<file path="config.mk">
export PLATFORM = sky130hd
export DESIGN_NAME = load_extend
export DESIGN_NICKNAME = d
export VERILOG_FILES = /design/src/rtl/mips_mem_pkg.sv /design/src/rtl/mem_stage_lsu_load_extend.sv
export SDC_FILE = /design/constraint.sdc
export NUM_CORES = 1
export LEC_CHECK = 0
export CAP_MARGIN = 20
export CORE_MARGIN = 2
export CORE_UTILIZATION = 31
export DETAILED_ROUTE_END_ITERATION = 8
export PLACE_DENSITY_LB_ADDON = 0.3
export RECOVER_POWER = 50
export SLEW_MARGIN = 20
export SYNTH_ARGS = -nofsm -noshare
export SYNTH_HDL_FRONTEND = slang
export SYNTH_SLANG_ARGS = --single-unit
</file>
<file path="constraint.sdc">
create_clock -name vclk -period 1.55
set_clock_uncertainty 0.05 [all_clocks]
set_input_delay 0.2325 -clock vclk [all_inputs]
set_output_delay 0.2325 -clock vclk [all_outputs]
set_load 0.005 [all_outputs]
</file>
<file path="src/rtl/mips_mem_pkg.sv">
// Shared definitions for the memory-stage load/store unit.
//   - MIPS load/store opcodes (INSTR_M[31:26])
//   - exception codes written to EXP_OUT_M
//   - LSU FSM state encoding and access-size enum
//   - opcode decode helpers for access size and load signedness
package mips_mem_pkg;

  localparam logic [5:0] OP_LB  = 6'h20;
  localparam logic [5:0] OP_LH  = 6'h21;
  localparam logic [5:0] OP_LW  = 6'h23;
  localparam logic [5:0] OP_LBU = 6'h24;
  localparam logic [5:0] OP_LHU = 6'h25;
  localparam logic [5:0] OP_SB  = 6'h28;
  localparam logic [5:0] OP_SH  = 6'h29;
  localparam logic [5:0] OP_SW  = 6'h2B;

  localparam logic [4:0] EXC_NONE = 5'd0;
  localparam logic [4:0] EXC_ADEL = 5'd4;
  localparam logic [4:0] EXC_ADES = 5'd5;
  localparam logic [4:0] EXC_DBE  = 5'd7;

  typedef enum logic [1:0] {
    ST_IDLE = 2'd0,
    ST_REQ  = 2'd1,
    ST_DONE = 2'd2
  } lsu_state_e;

  typedef enum logic [1:0] {
    SZ_BYTE = 2'd0,
    SZ_HALF = 2'd1,
    SZ_WORD = 2'd2
  } mem_size_e;

  // Unrecognised opcodes that still carry a memory flag fall back to word.
  function automatic mem_size_e op_size(input logic [5:0] op);
    mem_size_e sz;
    case (op)
      OP_LB, OP_LBU, OP_SB: sz = SZ_BYTE;
      OP_LH, OP_LHU, OP_SH: sz = SZ_HALF;
      OP_LW, OP_SW:         sz = SZ_WORD;
      default:              sz = SZ_WORD;
    endcase
    return sz;
  endfunction

  function automatic logic op_is_signed(input logic [5:0] op);
    return (op == OP_LB) || (op == OP_LH);
  endfunction

endpackage

</file>
<file path="src/rtl/mem_stage_lsu_load_extend.sv">
// load_extend: picks the addressed byte/half out of a little-endian read
// word and sign- or zero-extends it to 32 bits. Purely combinational.
// Ports:
//   i_rdata  [31:0]  word returned by the bus
//   i_lane   [1:0]   byte offset of the access (addr[1:0])
//   i_size           access size (byte/half/word)
//   i_signed         1 = sign-extend, 0 = zero-extend
//   o_data   [31:0]  extended load result
module load_extend
  import mips_mem_pkg::*;
(
  input  logic [31:0] i_rdata,
  input  logic [1:0]  i_lane,
  input  mem_size_e   i_size,
  input  logic        i_signed,
  output logic [31:0] o_data
);

  logic [7:0]  w_byte;
  logic [15:0] w_half;

  assign w_byte = i_rdata[{i_lane, 3'b000} +: 8];
  // Halves are always aligned, so only lane bit 1 chooses the half.
  assign w_half = i_lane[1] ? i_rdata[31:16] : i_rdata[15:0];

  always_comb begin
    o_data = i_rdata;
    case (i_size)
      SZ_BYTE: o_data = {{24{i_signed & w_byte[7]}}, w_byte};
      SZ_HALF: o_data = {{16{i_signed & w_half[15]}}, w_half};
      default: o_data = i_rdata;
    endcase
  end

endmodule

</file>
# Yosys cells after proc, flatten, opt, wreduce, memory -nomap -nowiden
# Cells that the tools add are included.
# totals
latch_bits	0
regBits	0
romBits	0
n_memories	0
in_bits	37
output_inout_bits	32
mem_bits_rw	0
wordCells	7
# classes
mux	2
n_mul	0
n_lt_le_gt_ge	0
reduce_logical	1
div_mod_pow	0
eq_ne	1
addsub	0
bitwise_logic	2
n_shift	1
# op_table
cell	count
32-bit one-hot mux with 2 select lines	1
32-bit by 6-bit indexed part select with 8-bit output	1
16-bit two-way mux	1
1-bit bitwise AND	2
2-bit by 1-bit == test with 1-bit output (second input constant)	1
2-bit zero test	1

# Logic depth before layout (Yosys ltp)
# Gate-level depths: netlist of the first run.
# logic_depth
depth_word	3
depth_mapped	6
ltp_nobuf	4

# Worst setup path after synthesis of the first run
# No wires, ideal clock.
# synth_path
path_type	input -> output
start	input i_size[1]
end	output o_data[16]
n_path_buf	2
arrival_ps	1089
t_required_ps	1267
stages	6
setup_slack_ps	178
path_cell_list	buf_4 -> nand2b_1 -> a31oi_1 -> nand2_2 -> buf_2 -> nand2_1
# synth_between
elab_chain_len	2
elab_cells_between_ends	3
cone_classes	eq/ne (1); mux (1); reduce/logical (1)
# synth_lines
element	line_no	rtl
start, declared	mem_stage_lsu_load_extend.sv:14	input mem_size_e i_size,
2-bit by 1-bit == test with 1-bit output / 2-bit zero test (equally long branches)	mem_stage_lsu_load_extend.sv:28	case (i_size)
32-bit one-hot mux with 2 select lines *	mem_stage_lsu_load_extend.sv:28	
end, declared	mem_stage_lsu_load_extend.sv:16	output logic [31:0] o_data
# Every way passes the cells marked *; elsewhere a longest branch is shown, timed or not.

# Worst setup path in the final report of the first run
# layout_path
start	input i_lane[0]
end	output o_data[15]
# layout_between
elab_chain_len	3
# layout_lines
element	line_no	rtl
start, declared	mem_stage_lsu_load_extend.sv:13	input logic [1:0] i_lane,
32-bit by 6-bit indexed part select with 8-bit output	mem_stage_lsu_load_extend.sv:22	assign w_byte = i_rdata[{i_lane, 3'b000} +: 8];
1-bit bitwise AND	mem_stage_lsu_load_extend.sv:29	SZ_BYTE: o_data = {{24{i_signed & w_byte[7]}}, w_byte};
32-bit one-hot mux with 2 select lines	mem_stage_lsu_load_extend.sv:28	
# No other way between the ends.

==> flow_summary.yaml, run 1 <==
status:
  outcome: "finished with violations"
  violations_in_the_final_reports: "negative setup slack"
route:
  route.vias.total: 1337
  number_of_drc_violations_after_detailed_routing_iteration_0: 16
  remaining_drc_errors: 0
  drtPass1Iterations: 4
  routed_via_density: 5.285
  routed_wirelength_um: 3795
  antenna_violating_nets_post_route: 0
  wire_per_inst_um: 15.00
logic_synthesis:
  main_combinational_cell_family_by_area_after_synthesis: "simple AND/OR/NAND/NOR gates"
  synth_fp_nets: 160
  synth-seq-area-share_pct: 0
  synth_cells: 123
  synthAdderAreaFrac_pct: 0
  synthDominantAreaCellType: "sky130_fd_sc_hd__nand2_1"
  synth_compound_area_share_pct: 38.48
  syn-cell-area_um2: 705.7
  syn-mean-instance-area_um2: 5.737
  synth_warnings: 0
  synth.area.top_cells: "sky130_fd_sc_hd__nand2_1 (29%), sky130_fd_sc_hd__a221o_2 (13%), sky130_fd_sc_hd__nand2b_1 (6.2%), sky130_fd_sc_hd__a22oi_1 (4.3%), sky130_fd_sc_hd__buf_4 (4.3%)"
  yosys-mux-area-fraction_pct: 4.433
  synth.lib_cells_used.distinct: 26
  netlist.area_leader.share_pct: 29.26
  synthSimpleGateAreaFrac_pct: 48.05
  yosys.area_share.xor_xnor_pct: 0
power:
  post-layout-total-power_mw: 0.5712
  power_density_nw_per_um2: 320.8
  p_seq_share_pct: 0
  internal_power_consumption_mw: 0.3296
  p_sw_share_pct: 42.29
  share_clk_of_total_power_pct: 0
  comb_power_share_pct: 100.0
  power.switching_mw: 0.2416
  p_leak_nw: 0.9511
  power.ir.vdd_worst_mv: 0.2283
final_layout:
  multi_input_comb_area_um2: 802.0
  storage_cell_area_um2: 0
  syn2layout_area_growth_pct: 152.3
  drive_gt1_share_pct: 55.11
  finish.utilization_pct: 81.27
  antenna-diode-count: 0
  fillers: 151
  seq_cell_count: 0
  final_nets: 264
  clockBufferCount: 0
sta:
  fin_tns_setup_ns: -2.240
  timing.final.crit_share_pct: 110.4
  slew-limit-headroom_pct: 73.74
  period_needed_ns: 1.712
  final.hold.worst_slack_ns: 0.8127
  setup-violations-final: 24
  max_freq_mhz: 584.2
  worstMarginPinSlew_ns: 0.3922
  unrepaired_setup_endpoints_after_global_routing: "true"
  hold_viol: 0
  timing.final.max_slew_violations: 0
  layout_setup_ws_ns: -0.1617
run:
  max_cap_viol_count: 0
critical_path:
  critical_path_source_type: "input pin"
  timing.critical_path.required_ns: 1.27
  critical_path.max_fanout: 3
  cp-end-kind: "primary output"
  timing.critical_path.arrival_ns: 1.43
  worst-setup-path-type: "in -> out"
die:
  initial_util_pct: 32.21
  die_area_um2: 2674
  floorplan.die.width_um: 51.71
  core_area_um2: 2191
  floorplan.die.height_um: 51.71
  rows: 17
  design.portCount: 69
min_path:
  worst_hold_path_type: "in -> out"
grt:
  grt_pass1_wl_um: 5720
  grt_start_max_net_pins: 13
  via_count_of_the_first_global_routing_pass: 1272
  global_route_total_overflow: 0
  grt_antenna_before_repair: 0
  global_route.usage.total_pct: 27.47
place:
  port_buffers: 69
  weighted_congestion_reported_at_the_end_of_routability_driven_placement: 0.8220
  post-dp-hpwl_um: 2360
cts:
  hold_fix_buffers_cts: 0
Yosys cell counts, drive strengths merged:
library cell / number
a21o: 3
a21oi: 3
a22oi: 5
nor2b: 5
nand2: 56
buf: 7
o21bai: 1
a221oi: 1
a31oi: 1
mux2: 1
a221o: 8
o22ai: 1
nand2b: 7
a2bb2oi: 3
o21ai: 4
clkbuf: 3
nor2: 4
o22a: 3
nor3: 1
and2b: 2
mux2i: 2
inv: 2
layer usage:
metal	GRT usage (%)	up-vias	routed length [um]	part of all wire [%]
met5	0	-	0	0
met4	8.333	0	75	2.0
met3	6.034	12	323	8.5
met2	54.06	73	1954	51
met1	28.40	613	1441	38
li1	-	639	-	-
worst max-delay path, stage by stage:
cell,delay [ns]
sky130_fd_sc_hd__buf_8,0.08
sky130_fd_sc_hd__mux2i_1,0.21
sky130_fd_sc_hd__mux2_4,0.19
sky130_fd_sc_hd__nor3_4,0.05
sky130_fd_sc_hd__buf_6,0.12
sky130_fd_sc_hd__buf_6,0.11
sky130_fd_sc_hd__a221o_2,0.31
sky130_fd_sc_hd__buf_6,0.13
cell families (layout without fill, tap and decap cells):
family                 Yosys count  after routing
AO/OA/AOI/OAI                   33             33
buffers and inverters           12            113
multiplexers                     3              3
AND/OR/NAND/NOR                 75             76
stage by stage:
step | worst slack, ns | instance area, um2 | cells
after floorplan | 0.1784 | 705.7 | 123
after global placement | -0.8997 | 1495 | 226
after detailed placement | -1.006 | 1495 | 226
after CTS | -0.1542 | 1694 | 247
after global routing | -0.1987 | 1780 | 253
final | -0.1617 | 1780 | 253
layout by cell type, fill, tap and decap left out, types with 2 or more instances in the layout:
cell type / n
sky130_fd_sc_hd__o22a_1: 3
sky130_fd_sc_hd__nor2_4: 2
sky130_fd_sc_hd__nand2b_1: 4
sky130_fd_sc_hd__and2b_1: 2
sky130_fd_sc_hd__clkbuf_2: 2
sky130_fd_sc_hd__o21ai_1: 4
sky130_fd_sc_hd__buf_2: 31
sky130_fd_sc_hd__inv_1: 2
sky130_fd_sc_hd__a21o_1: 3
sky130_fd_sc_hd__nand2_1: 47
sky130_fd_sc_hd__a21oi_2: 3
sky130_fd_sc_hd__nand2b_4: 3
sky130_fd_sc_hd__clkdlybuf4s50_1: 22
sky130_fd_sc_hd__nor2b_4: 3
sky130_fd_sc_hd__buf_4: 21
sky130_fd_sc_hd__nor2_1: 2
sky130_fd_sc_hd__a221o_2: 8
sky130_fd_sc_hd__a2bb2oi_2: 3
sky130_fd_sc_hd__nand2_2: 9
sky130_fd_sc_hd__buf_6: 24
sky130_fd_sc_hd__dlygate4sd2_1: 7
sky130_fd_sc_hd__a22oi_2: 4
sky130_fd_sc_hd__buf_8: 2
power by group through the flow:
stage	Clock (mW)	Sequential (mW)	Combinational, mW
6_report	0	0	0.571
5_1_grt	0	0	0.610
4_1_cts	0	0	0.530
3_5_place_dp	0	0	0.497
3_3_place_gp	0	0	0.486
2_1_floorplan	0	0	0.188
final timing paths:
check	from	end	slack [ns]	cells after the start
max	i_lane[0]	o_data[15]	-0.16	8
min	i_rdata[23]	o_data[23]	0.81	5
cell type report:
| type | instances | area share (%) |
|---|---|---|
| inverter | 2 | 0.4216 |
| timing repair buffer | 111 | 52.56 |
| tap | 28 | 1.968 |
| multi-input combinational | 112 | 45.05 |
timing repair:
action	CTS	global route
cloned	2	0
setup endpoints to repair	32	30
pin swaps	17	12
resized for setup	221	12
setup buffers	19	6
(Power assumes the default switching activity.)
==> run 2: changes to the inputs <==
--- a/config.mk
+++ b/config.mk
@@ -6,6 +6,7 @@
 export NUM_CORES = 1
 export LEC_CHECK = 0
 export CAP_MARGIN = 20
+export CORE_ASPECT_RATIO = 0.7
 export CORE_MARGIN = 2
 export CORE_UTILIZATION = 31
 export DETAILED_ROUTE_END_ITERATION = 8
==> flow_summary.yaml, run 2 (synthesis gave the netlist of run 1 again) <==
status:
  outcome: "finished with violations"
  violations_in_the_final_reports: "negative setup slack"
final_layout:
  fillers: 132
  layout_common_cells: "sky130_fd_sc_hd__nand2_1 (38), sky130_fd_sc_hd__buf_2 (23), sky130_fd_sc_hd__buf_4 (19)"
  drive_gt1_share_pct: 57.48
  seq_cell_count: 0
  fin_cells: 246
  multi_input_comb_area_um2: 880.8
  clockBufferCount: 0
  storage_cell_area_um2: 0
  syn2layout_area_growth_pct: 158.9
  finalInstanceArea_um2: 1827
  layout.cells.most_common: "sky130_fd_sc_hd__nand2_1"
  final_nets: 253
  antenna-diode-count: 0
  finish.utilization_pct: 84.79
sta:
  timing.final.crit_share_pct: 116.4
  unrepaired_setup_endpoints_after_global_routing: "true"
  setup-violations-final: 25
  period_needed_ns: 1.804
  timing.final.max_slew_violations: 0
  layout_setup_ws_ns: -0.2539
  slew-limit-headroom_pct: 82.31
  worstMarginPinSlew_ns: 0.2647
  hold_viol: 0
  max_freq_mhz: 554.4
critical_path:
  critical-path-top-cell-by-count: "sky130_fd_sc_hd__buf_6"
  worstPathBufferInverterCount: 4
  cp-end-kind: "primary output"
  worst-setup-path-type: "in -> out"
  timing.critical_path.cells: "buf_12 -> mux2i_4 -> mux2_4 -> nor3_4 -> buf_6 -> buf_6 -> a221o_2 -> buf_6"
  crit_slowest_cell: "sky130_fd_sc_hd__a221o_2"
  critical_path.max_fanout: 4
  timing.critical_path.arrival_ns: 1.52
  critical_path_source_type: "input pin"
  crit_family: "buffers and inverters"
  timing.critical_path.required_ns: 1.27
  slowest_delay_ns: 0.33
die:
  floorplan.die.width_um: 61.03
  floorplan.die.height_um: 43.92
  die_area_um2: 2680
  core_area_um2: 2155
  initial_util_pct: 32.75
  design.portCount: 69
  rows: 14
power:
  p_sw_share_pct: 45.40
  p_leak_nw: 0.9435
  share_clk_of_total_power_pct: 0
  internal_power_consumption_mw: 0.3339
  power_density_nw_per_um2: 334.8
  power.switching_mw: 0.2777
  power.ir.vdd_worst_mv: 0.2239
  comb_power_share_pct: 100.0
  p_seq_share_pct: 0
  post-layout-total-power_mw: 0.6116
run:
  max_cap_viol_count: 0
grt:
  grt_start_max_net_pins: 27
  grt_antenna_before_repair: 0
  via_count_of_the_first_global_routing_pass: 1372
  global_route.usage.total_pct: 30.79
  grt_pass1_wl_um: 6258
  global_route_total_overflow: 0
route:
  number_of_drc_violations_after_detailed_routing_iteration_0: 99
  antenna_violating_nets_post_route: 0
  routed_via_density: 5.695
  remaining_drc_errors: 0
  wire_per_inst_um: 19.02
  route.vias.total: 1401
  drtPass1Iterations: 4
  routed_wirelength_um: 4680
place:
  post-dp-hpwl_um: 2443
  port_buffers: 69
  weighted_congestion_reported_at_the_end_of_routability_driven_placement: 0.8191
  placedInstanceArea_um2: 1508
  placed_cells_incl_taps: 231
min_path:
  worst_hold_path_type: "in -> out"
cts:
  hold_fix_buffers_cts: 0
## run 2: through the flow
stage / hold WS, ns / setup WS, ns / TNS, ns
6_report: 0.7674 / -0.2539 / -3.853
4_1_cts: 0.7888 / -0.1856 / -3.118
3_3_place_gp: 1.369 / -0.8777 / -26.03
3_5_place_dp: 1.382 / -0.9700 / -28.40
2_1_floorplan: 0.5123 / 0.1784 / 0
5_1_grt: 0.7857 / -0.2623 / -4.225
## run 2: layout make-up
class              count  share of cell area [%]
inverters              2                  0.4110
multi-input cells    112                   48.22
well taps             32                   2.192
repair buffers       100                   49.18
## run 2: per-layer routing
layer | GRT usage, % | routed length [um] | vias to the layer above
met5 | 0 | 0 | -
met4 | 12.61 | 239 | 0
met3 | 2.985 | 397 | 28
met2 | 54.68 | 2314 | 120
met1 | 37.46 | 1728 | 638
li1 | - | - | 615
## run 2: path summary, 6_finish.rpt
path / from / end / slack (ns) / cells past startpoint
worst max-delay path: i_lane[0] / o_data[14] / -0.25 / 8
worst min-delay path: i_size[0] / o_data[7] / 0.77 / 3
## run 2: what timing repair did
| action | CTS | global route |
|---|---|---|
| gates cloned | 1 | 0 |
| pin swaps | 13 | 17 |
| setup buffers | 15 | 1 |
| resized for setup | 208 | 44 |
| setup endpoints to repair | 32 | 31 |
## run 2: power groups by stage
| stage | registers [mW] | logic, mW | clock network [mW] |
|---|---|---|---|
| after floorplan | 0 | 0.188 | 0 |
| after global placement | 0 | 0.488 | 0 |
| after detailed placement | 0 | 0.500 | 0 |
| after CTS | 0 | 0.547 | 0 |
| after global routing | 0 | 0.642 | 0 |
| final | 0 | 0.612 | 0 |
